$ cat config.mk
export PLATFORM = sky130hd
export DESIGN_NAME = trap_ctrl
export DESIGN_NICKNAME = d
export VERILOG_FILES = /design/src/rtl/trap_causes.sv /design/src/rtl/trap_irq_sync.sv /design/src/rtl/trap_ctrl.sv
export SDC_FILE = /design/constraint.sdc
export NUM_CORES = 1
export LEC_CHECK = 0
export CAP_MARGIN = 20
export CORE_AREA = 4 4 316 318
export CTS_CLUSTER_SIZE = 25
export DETAILED_ROUTE_END_ITERATION = 8
export DIE_AREA = 0 0 320 322
export GPL_ROUTABILITY_DRIVEN = 0
export PLACE_DENSITY_LB_ADDON = 0.3
export SLEW_MARGIN = 0
export SYNTH_ARGS = -nofsm -noshare
export SYNTH_HDL_FRONTEND = slang
export SYNTH_HIERARCHICAL = 1
export SYNTH_SLANG_ARGS = --single-unit
export TNS_END_PERCENT = 10
$ cat constraint.sdc
create_clock -name clk -period 2.9 [get_ports clk]
set_input_delay 0.58 -clock clk [delete_from_list [all_inputs] [get_ports clk]]
set_output_delay 0.58 -clock clk [all_outputs]
set_load 0.05 [all_outputs]
$ cat src/rtl/trap_causes.sv
// Shared trap encodings: exception and interrupt codes, pending-bit mask,
// CSR write selects and trap-controller FSM states.
package trap_causes;

  localparam int unsigned CAUSE_W = 4;

  typedef enum logic [CAUSE_W-1:0] {
    EXC_INSTR_MISALIGNED = 4'd0,
    EXC_INSTR_ACCESS     = 4'd1,
    EXC_ILLEGAL_INSTR    = 4'd2,
    EXC_BREAKPOINT       = 4'd3,
    EXC_LOAD_MISALIGNED  = 4'd4,
    EXC_LOAD_ACCESS      = 4'd5,
    EXC_STORE_MISALIGNED = 4'd6,
    EXC_STORE_ACCESS     = 4'd7,
    EXC_ECALL_U          = 4'd8,
    EXC_ECALL_S          = 4'd9,
    EXC_ECALL_M          = 4'd11,
    EXC_INSTR_PAGE       = 4'd12,
    EXC_LOAD_PAGE        = 4'd13,
    EXC_STORE_PAGE       = 4'd15
  } exceptions;

  localparam logic [CAUSE_W-1:0] IRQ_CODE_MSI = 4'd3;
  localparam logic [CAUSE_W-1:0] IRQ_CODE_MTI = 4'd7;
  localparam logic [CAUSE_W-1:0] IRQ_CODE_MEI = 4'd11;

  localparam int unsigned MIP_MSIP = 3;
  localparam int unsigned MIP_MTIP = 7;
  localparam int unsigned MIP_MEIP = 11;
  localparam logic [11:0] MIP_MASK = 12'h888;

  typedef enum logic [1:0] {
    CSR_MSTATUS = 2'd0,
    CSR_MEPC    = 2'd1,
    CSR_MCAUSE  = 2'd2,
    CSR_MTVAL   = 2'd3
  } csr_sel_e;

  typedef enum logic {
    IDLE     = 1'b0,
    REDIRECT = 1'b1
  } trap_state_e;

  // Fixed interrupt priority MEI > MSI > MTI; caller guarantees one is pending.
  function automatic logic [CAUSE_W-1:0] irq_select(input logic mei, input logic msi);
    if (mei) begin
      return IRQ_CODE_MEI;
    end else if (msi) begin
      return IRQ_CODE_MSI;
    end
    return IRQ_CODE_MTI;
  endfunction

endpackage

$ cat src/rtl/trap_irq_sync.sv
// Multi-flop synchroniser chain for a bundle of asynchronous interrupt lines.
module trap_irq_sync #(
  parameter int unsigned IRQ_SYNC_STAGES = 2,
  parameter int unsigned WIDTH           = 3
) (
  input  logic             clk,
  input  logic             rst,
  input  logic [WIDTH-1:0] irq_async,
  output logic [WIDTH-1:0] irq_sync
);

  logic [WIDTH-1:0] stage_q [IRQ_SYNC_STAGES];

  always_ff @(posedge clk) begin
    if (rst) begin
      for (int unsigned i = 0; i < IRQ_SYNC_STAGES; i++) begin
        stage_q[i] <= '0;
      end
    end else begin
      stage_q[0] <= irq_async;
      for (int unsigned i = 1; i < IRQ_SYNC_STAGES; i++) begin
        stage_q[i] <= stage_q[i-1];
      end
    end
  end

  assign irq_sync = stage_q[IRQ_SYNC_STAGES-1];

endmodule

$ cat src/rtl/trap_ctrl.sv
// M-mode trap controller: exceptions, interrupts, mret and CSR writes feed a
// registered fetch redirect. Define TRAP_VECTORED_EN for vectored interrupt entry.
module trap_ctrl
  import trap_causes::*;
#(
  parameter int unsigned XLEN            = 64,
  parameter int unsigned ALEN            = 64,
  parameter int unsigned ILEN            = 32,
  parameter int unsigned IRQ_SYNC_STAGES = 2
) (
  input  logic            clk,
  input  logic            rst,
  input  logic            exec_trap_valid,
  input  logic [3:0]      exec_trap_cause,
  input  logic [ALEN-1:0] exec_trap_instr_addr,
  input  logic [ALEN-1:0] exec_branch_target,
  input  logic [ALEN-1:0] exec_mem_fault_addr,
  input  logic [ILEN-1:0] exec_trap_instr,
  input  logic            exec_instr_valid,
  input  logic [ALEN-1:0] exec_next_pc,
  input  logic            exec_mret,
  input  logic            irq_m_ext,
  input  logic            irq_m_timer,
  input  logic            irq_m_soft,
  input  logic [XLEN-1:0] mtvec,
  input  logic [XLEN-1:0] mie,
  input  logic            csr_wr_en,
  input  logic [1:0]      csr_wr_sel,
  input  logic [XLEN-1:0] csr_wr_data,
  output logic            redirect_valid,
  output logic [ALEN-1:0] redirect_target,
  input  logic            redirect_ready,
  output logic            trap_busy,
  output logic [XLEN-1:0] mepc,
  output logic [XLEN-1:0] mcause,
  output logic [XLEN-1:0] mtval,
  output logic            mstatus_mie,
  output logic            mstatus_mpie,
  output logic [XLEN-1:0] mip
);

  trap_state_e     state_q, state_d;
  logic            valid_d;
  logic [ALEN-1:0] target_d;
  logic [XLEN-1:0] mepc_d, mcause_d, mtval_d;
  logic            mie_d, mpie_d;

  logic [2:0]      irq_sync;
  logic [XLEN-1:0] irq_pend;
  logic            irq_take;
  logic [3:0]      irq_code;
  logic [ALEN-1:0] trap_base;
  logic [ALEN-1:0] irq_target;
  logic [XLEN-1:0] exc_mtval;

  trap_irq_sync #(
    .IRQ_SYNC_STAGES(IRQ_SYNC_STAGES),
    .WIDTH          (3)
  ) u_irq_sync (
    .clk      (clk),
    .rst      (rst),
    .irq_async({irq_m_ext, irq_m_timer, irq_m_soft}),
    .irq_sync (irq_sync)
  );

  // mip comes straight from the last synchroniser stage.
  always_comb begin
    mip           = '0;
    mip[MIP_MEIP] = irq_sync[2];
    mip[MIP_MTIP] = irq_sync[1];
    mip[MIP_MSIP] = irq_sync[0];
  end

  assign irq_pend  = mip & mie & XLEN'(MIP_MASK);
  assign irq_take  = mstatus_mie && exec_instr_valid && (|irq_pend);
  assign irq_code  = irq_select(irq_pend[MIP_MEIP], irq_pend[MIP_MSIP]);
  assign trap_base = ALEN'({mtvec[XLEN-1:2], 2'b00});

`ifdef TRAP_VECTORED_EN
  assign irq_target = (mtvec[1:0] == 2'b01) ? trap_base + ALEN'({irq_code, 2'b00}) : trap_base;
`else
  logic unused_mtvec_mode;
  assign unused_mtvec_mode = ^mtvec[1:0];
  assign irq_target        = trap_base;
`endif

  always_comb begin
    exc_mtval = '0;
    case (exec_trap_cause)
      EXC_INSTR_MISALIGNED:              exc_mtval = XLEN'(exec_branch_target);
      EXC_INSTR_ACCESS, EXC_INSTR_PAGE:  exc_mtval = XLEN'(exec_trap_instr_addr);
      EXC_ILLEGAL_INSTR:                 exc_mtval = XLEN'(exec_trap_instr);
      EXC_LOAD_MISALIGNED, EXC_LOAD_ACCESS, EXC_STORE_MISALIGNED,
      EXC_STORE_ACCESS, EXC_LOAD_PAGE, EXC_STORE_PAGE:
                                         exc_mtval = XLEN'(exec_mem_fault_addr);
      default:                           exc_mtval = '0;
    endcase
  end

  // Next-state: events only arbitrated in IDLE; REDIRECT waits for the handshake.
  always_comb begin
    state_d  = state_q;
    valid_d  = redirect_valid;
    target_d = redirect_target;
    mepc_d   = mepc;
    mcause_d = mcause;
    mtval_d  = mtval;
    mie_d    = mstatus_mie;
    mpie_d   = mstatus_mpie;
    case (state_q)
      IDLE: begin
        if (exec_trap_valid) begin
          state_d  = REDIRECT;
          valid_d  = 1'b1;
          target_d = trap_base;
          mepc_d   = XLEN'(exec_trap_instr_addr);
          mcause_d = {1'b0, (XLEN-1)'(exec_trap_cause)};
          mtval_d  = exc_mtval;
          mpie_d   = mstatus_mie;
          mie_d    = 1'b0;
        end else if (exec_mret) begin
          state_d  = REDIRECT;
          valid_d  = 1'b1;
          target_d = ALEN'(mepc);
          mie_d    = mstatus_mpie;
          mpie_d   = 1'b1;
        end else if (irq_take) begin
          state_d  = REDIRECT;
          valid_d  = 1'b1;
          target_d = irq_target;
          mepc_d   = XLEN'(exec_next_pc);
          mcause_d = {1'b1, (XLEN-1)'(irq_code)};
          mtval_d  = '0;
          mpie_d   = mstatus_mie;
          mie_d    = 1'b0;
        end else if (csr_wr_en) begin
          case (csr_sel_e'(csr_wr_sel))
            CSR_MSTATUS: begin
              mie_d  = csr_wr_data[3];
              mpie_d = csr_wr_data[7];
            end
            CSR_MEPC:    mepc_d   = {csr_wr_data[XLEN-1:2], 2'b00};
            CSR_MCAUSE:  mcause_d = csr_wr_data;
            CSR_MTVAL:   mtval_d  = csr_wr_data;
            default:     mtval_d  = mtval;
          endcase
        end
      end
      REDIRECT: begin
        if (redirect_ready) begin
          state_d = IDLE;
          valid_d = 1'b0;
        end
      end
      default: begin
        state_d = IDLE;
        valid_d = 1'b0;
      end
    endcase
  end

  always_ff @(posedge clk) begin
    if (rst) begin
      state_q         <= IDLE;
      redirect_valid  <= 1'b0;
      redirect_target <= '0;
      mepc            <= '0;
      mcause          <= '0;
      mtval           <= '0;
      mstatus_mie     <= 1'b0;
      mstatus_mpie    <= 1'b0;
    end else begin
      state_q         <= state_d;
      redirect_valid  <= valid_d;
      redirect_target <= target_d;
      mepc            <= mepc_d;
      mcause          <= mcause_d;
      mtval           <= mtval_d;
      mstatus_mie     <= mie_d;
      mstatus_mpie    <= mpie_d;
    end
  end

  assign trap_busy = (state_q == REDIRECT);

endmodule

==> results of run 1 <==
path summary, 6_finish.rpt:
kind / startpoint / endpoint / cells after the start
worst max register to register: u_irq_sync/stage_q[0][3] / mepc[18] / 8
worst max-delay path: u_irq_sync/stage_q[0][3] / mip[3] / 2
worst min register to register: u_irq_sync/stage_q[0][0] / u_irq_sync/stage_q[0][3] / 1
worst min-delay path: rst / u_irq_sync/stage_q[0][0] / 2
critical path: stages, from the launching register on:
cell and delay (ns):
dfxtp_1 0.43, buf_4 0.20, clkdlybuf4s50_1 0.84
layout by cell type (no fill, tap or decap), drive strengths merged, types with 2 or more instances in the layout:
| master | n |
|---|---|
| clkdlybuf4s50 | 687 |
| dfxtp | 266 |
| nor2 | 140 |
| o21ai | 135 |
| buf | 130 |
| a21oi | 103 |
| nand2 | 100 |
| a211oi | 98 |
| a22oi | 69 |
| and3 | 63 |
| mux2i | 63 |
| a221oi | 62 |
| o2bb2ai | 61 |
| conb | 61 |
| nand3 | 61 |
| clkbuf | 52 |
| inv | 37 |
| and2 | 33 |
| nor4b | 33 |
| a311oi | 32 |
| o221ai | 32 |
| nor2b | 8 |
| diode | 5 |
| nor3 | 4 |
| bufinv | 4 |
| o21a | 4 |
| nand2b | 4 |
| o211ai | 3 |
| clkinv | 3 |
| nor3b | 2 |
| or2 | 2 |
| a21o | 2 |
layer usage:
layer / vias to the layer above / global-route usage [%]
met5: - / 0
met3: 100 / 5.37
met4: 2 / 4.37
li1: 7495 / -
met1: 7443 / 19.4
met2: 727 / 27.0
area by class of cell:
| class | instances | area (um2) |
|---|---|---|
| Antenna cell | 5 | 12.5 |
| Clock buffer | 52 | 1090 |
| Clock inverter | 10 | 160 |
| Fill cell | 10500 | 72500 |
| Inverter | 35 | 134 |
| Multi-Input combinational cell | 1185 | 7560 |
| Sequential cell | 266 | 5330 |
| Tap cell | 1276 | 1600 |
| Timing Repair Buffer | 817 | 8200 |
flip-flops by register name, indices dropped and copies added (netlist names):
register            cells
trap_busy               1
mcause                 64
redirect_valid          1
redirect_target        64
mtval                  64
u_irq_sync/stage_q      6
mstatus_mpie            1
mepc                   64
mstatus_mie             1
power by group through the flow:
stage / combinational, mW / sequential (mW) / clock, mW
global placement: 3.94 / 4.19 / 0
finish: 3.92 / 4.11 / 4.80
detailed placement: 3.94 / 4.19 / 0
CTS: 3.95 / 4.12 / 4.97
floorplan: 1.21 / 5.05 / 0
global route: 4.13 / 4.15 / 5.10
cell families after synthesis:
family | after synthesis
AO/OA/AOI/OAI | 606
AND/OR/NAND/NOR | 454
buffers and inverters | 280
flip-flops | 266
multiplexers | 64
other | 1
==> key figures, run 1 <==
Outcome
  – Status: finished, final reports clean

Floorplanning
  – Core area: 0.0966 mm2
  – Initial Util: 14.5%
  – Die X: 320 um
  – Die Y: 322 um
  – Top Ports: 820
  – Die area: 0.103 mm2
  – Row cnt: 114

Clock tree
  – CTS resizes: 0
  – Setup bufs post-CTS: 0
  – CTS H-Tree Depth: 2
  – Clk pin slew, worst setup/hold paths: 0.05 ns
  – Clock net sink count: 266
  – Root Driver: clkbuf_16
  – Total clock buffers created by CTS: 37
  – CTS max path bufs: 3
  – Clk_lat worst skew: 0.55 ns
  – Post-CTS Hold Buffers: 0
  – TritonCTS clock tree: yes

STA
  – Max Slew Vio Count: 0
  – Post-route minimum period: 2.60 ns
  – Worst rel slew slack: 37.9%
  – Final setup viols: 0
  – Setup ws final: 0.299 ns
  – Hold WS: 0.411 ns
  – TNS Setup: 0 ns
  – RSZ-0062 raised after global routing: false
  – Max Freq: 0.385 GHz
  – Slew @ Worst Pin: 0.932 ns
  – Final Skew: 0.0168 ns
  – Final Hold Fails: 0
  – Part of the cycle the worst path needs: 89.7%

Global routing
  – Vias in the first global route: 15900
  – Largest net degree at the start of global routing: 96
  – Tot GR Track Use: 16.0%
  – Initial antenna violation count: 5
  – First-pass GRT wire length: 120000 um
  – Total gr overflow: 0

Layout
  – Layout cell share with drive strength beyond 1: 9.51%
  – Layout area overhead: 72.4%
  – Non-filler cells in the finished layout: 3646
  – Nets@finish: 2838
  – Post-layout util: 24.9%
  – Cell area after layout: 0.0241 mm2

Drt
  – ANT nets after route: 0
  – Routed wire length: 87000 um
  – Via count: 15800
  – 1st-iter DRT viols: 1065
  – # DRC: 0
  – DR top layer: met5
  – Routed wl met3: 8210 um
  – Routed len/inst: 23.9 um
  – Vias per inst: 4.32
  – Met2 Routed Length: 40900 um
  – Met1 Wirelength: 35600 um
  – TritonRoute pass-1 iters: 8

Logic synthesis
  – Synth unique cells: 50
  – Fraction of the mapped netlist area in simple logic gates: 16.1%
  – Sequential fraction of the synthesis area: 38.1%
  – Top cells by area, synth: dfxtp_1, a211oi_1, mux2i_1, o21ai_0, buf_4
  – Syn. warnings: 6
  – Most frequent cell after synthesis: dfxtp_1
  – Largest area contributor in the netlist: dfxtp_1
  – Compound-gate portion of the synthesized area: 30.9%
  – Mux contribution to synthesized area: 4.59%
  – Largest family of logic cells by synthesized area: compound AO/OA/AOI/OAI gates
  – Flops & latches, synth: 266
  – Synth Flop Type: dfxtp_1
  – Post-synth EDFFs: 0
  – Synth Cell Area: 0.0140 mm2
  – Post-Synth XOR/XNOR Area: 0%
  – Asr flop ratio synth: 0%
  – Adder-cell share of the synthesized area: 0%
  – Cell count after synthesis: 1671
  – Syn_area_per_cell: 8.36 um2
  – Yosys top cell area share: 38.1%
  – List of most frequent post-synthesis cells: dfxtp_1, nor2_1, o21ai_0

Power and ir drop
  – PwrDens: 533 mW/mm2
  – P_sw: 4.44 mW
  – Reg power frac: 32.0%
  – Clock Power Share: 37.4%
  – Sw Share: 34.6%
  – Standby leakage power: 8.82 nW
  – Logic pwr share: 30.6%
  – Worst VDD drop: 291 uV
  – Power Internal: 8.40 mW
  – Total chip power: 12.8 mW

Placement
  – Number of port buffers: 695
  – Post-DP HPWL: 68300 um
  – Cell count after placement: 3578
  – Pre-CTS setup slack: -0.423 ns
  – DP Area: 0.0228 mm2

Setup path
  – Worst-path maximum fanout: 3
  – CP required: 2.32 ns
  – Startpoint Class: flop
  – Arr. time, crit path: 2.02 ns
  – Setup CP Type: reg2out
  – Reg2Reg Setup Slack: 0.61 ns
  – CP endpoint kind: primary output

Run
  – Maxcap violations: 0

Worst hold path
  – Worst hold path class: in2reg
No activity file was read; power rests on OpenSTA's default activity.
==> run 2: changes to the inputs <==
Settings changed: CORE_AREA 4 4 316 318 to 4 4 322 324, DIE_AREA 0 0 320 322 to 0 0 326 328, DONT_BUFFER_PORTS from default to 1.
==> run 2 against run 1 <==
Effect of this change:
- sequential power increased by 25%
- sequential share of layout area increased by 10 points
- cell area decreased by 31%
- power decreased by 12%
- critical path type is now reg2reg
- highest routed layer unchanged
==> key figures, run 2 (same netlist as run 1, synthesis figures left out) <==
Outcome
  – Status: finished, final reports clean

Power and ir drop
  – Logic pwr share: 13.5%
  – Power Internal: 7.17 mW
  – Standby leakage power: 5.81 nW
  – Sw Share: 36.7%
  – Reg power frac: 45.2%
  – P_sw: 4.15 mW
  – Worst VDD drop: 311 uV
  – PwrDens: 682 mW/mm2
  – Clock Power Share: 41.3%

Global routing
  – Total gr overflow: 0
  – Vias in the first global route: 13000
  – Tot GR Track Use: 14.9%
  – First-pass GRT wire length: 113000 um
  – Initial antenna violation count: 22
  – Largest net degree at the start of global routing: 206

Placement
  – Post-DP HPWL: 63800 um
  – Pre-CTS setup slack: 0.0237 ns
  – Number of port buffers: 0
  – Cell count after placement: 2918

Worst hold path
  – Worst hold path class: in2reg

Clock tree
  – Setup bufs post-CTS: 0
  – Clk_lat worst skew: 0.58 ns
  – Clock net sink count: 266
  – Total clock buffers created by CTS: 36
  – Root Driver: clkbuf_16
  – TritonCTS clock tree: yes
  – Post-CTS Hold Buffers: 0
  – CTS max path bufs: 3
  – CTS resizes: 0
  – CTS H-Tree Depth: 2
  – Clk pin slew, worst setup/hold paths: 0.06 ns

Setup path
  – Setup CP Type: reg2reg
  – Worst path top cell family by delay: simple AND/OR/NAND/NOR gates
  – Most frequent CP cell: buf_4
  – WP buf/inv: 2
  – Arr. time, crit path: 3.18 ns
  – Startpoint Class: flop
  – CP endpoint kind: flop
  – CP required: 3.36 ns
  – Critical-path cell list: a222oi_1 > buf_4 > nor2_4 > buf_4 > mux2_2 > mux2i_1 > o2bb2ai_1
  – Slowest-stage cell, CP: nor2_4
  – Largest stage delay, worst path: 0.81 ns
  – Worst-path maximum fanout: 29

STA
  – Final Skew: 0.0276 ns
  – Setup ws final: 0.185 ns
  – Worst rel slew slack: 26.3%
  – Final Hold Fails: 0
  – Slew @ Worst Pin: 1.10 ns
  – Final setup viols: 0
  – Part of the cycle the worst path needs: 93.6%
  – Post-route minimum period: 2.72 ns
  – Max Freq: 0.368 GHz
  – Max Slew Vio Count: 0

Drt
  – # DRC: 0
  – Routed wire length: 84000 um
  – TritonRoute pass-1 iters: 5
  – ANT nets after route: 0
  – Vias per inst: 4.43
  – Via count: 13300
  – 1st-iter DRT viols: 855
  – Routed len/inst: 28.1 um

Floorplanning
  – Die X: 326 um
  – Initial Util: 13.8%
  – Row cnt: 117
  – Die Y: 328 um
  – Top Ports: 820
  – Core area: 0.101 mm2
  – Die area: 0.107 mm2

Layout
  – Layout cell share with drive strength beyond 1: 9.85%
  – Fill count: 11500
  – Non-filler cells in the finished layout: 2993
  – Area of the multi-input gates: 0.00756 mm2
  – Layout area overhead: 18.8%
  – Most frequent cells in the layout: dfxtp_1, nor2_1, o21ai_0
  – Sequential cell area: 0.00533 mm2
  – Nets@finish: 2084
  – Commonest non-fill, non-tap cell in the layout: dfxtp_1

Run
  – Maxcap violations: 0
[run 2: cell type report]
class	instances	share of cell area (%)
sequential	266	32.1
clock buffer	49	6.14
multi-input combinational	1185	45.5
antenna	11	0.166
tap	1368	10.3
inverter	35	0.806
clock inverter	15	1.10
timing repair buffer	64	3.87
[run 2: worst paths after layout]
| path | slack [ns] | startpoint | cells past startpoint | to |
|---|---|---|---|---|
| worst min-delay path | 0.09 | rst | 1 | redirect_target[4] |
| worst max-delay path | 0.18 | u_irq_sync/stage_q[0][3] | 7 | mepc[63] |
| worst min register to register | 0.44 | u_irq_sync/stage_q[0][2] | 1 | u_irq_sync/stage_q[0][5] |
| worst max register to register | 0.18 | u_irq_sync/stage_q[0][3] | 7 | mepc[63] |
[run 2: metrics by stage]
stage / cell area [um2] / total power, mW / setup TNS (ns) / hold slack (ns) / utilization [%]
after CTS: 16600 / 11.6 / 0 / 0.0191 / 16.4
after global routing: 16600 / 11.8 / -0.00230 / 0.0372 / 16.4
after global placement: 15400 / 6.75 / 0 / 0.430 / 15.2
after floorplan: 14200 / 6.26 / 0 / 0.414 / -
final: 16600 / 11.3 / 0 / 0.0884 / 16.4
after detailed placement: 15400 / 6.77 / 0 / 0.437 / 15.2
[run 2: metal layers]
metal	vias to the layer above	share of wire (%)	global-route usage [%]
met1	6476	42	18.7
met3	102	8.0	4.40
met2	679	47	24.8
met5	-	0.036	0
met4	4	2.6	3.95
li1	6001	-	-
[run 2: power groups by stage]
stage	Sequential, mW	Clock [mW]	Combinational, mW
after global routing	5.16	4.99	1.67
after global placement	5.23	0	1.52
final	5.12	4.67	1.53
after floorplan	5.05	0	1.21
after detailed placement	5.23	0	1.54
after CTS	5.15	4.90	1.54
[run 2: worst reg2reg max path, cell delays in order, from the launching register on]
cell	delay, ns
dfxtp_1	0.42
a222oi_1	0.16
buf_4	0.17
nor2_4	0.81
buf_4	0.46
mux2_2	0.38
mux2i_1	0.12
o2bb2ai_1	0.08
==> run 3: changes to the inputs <==
Settings changed: SLEW_MARGIN 0 to 20.
==> results of run 3 <==
No change in the layout: final DEF, timing and power equal those of run 2.
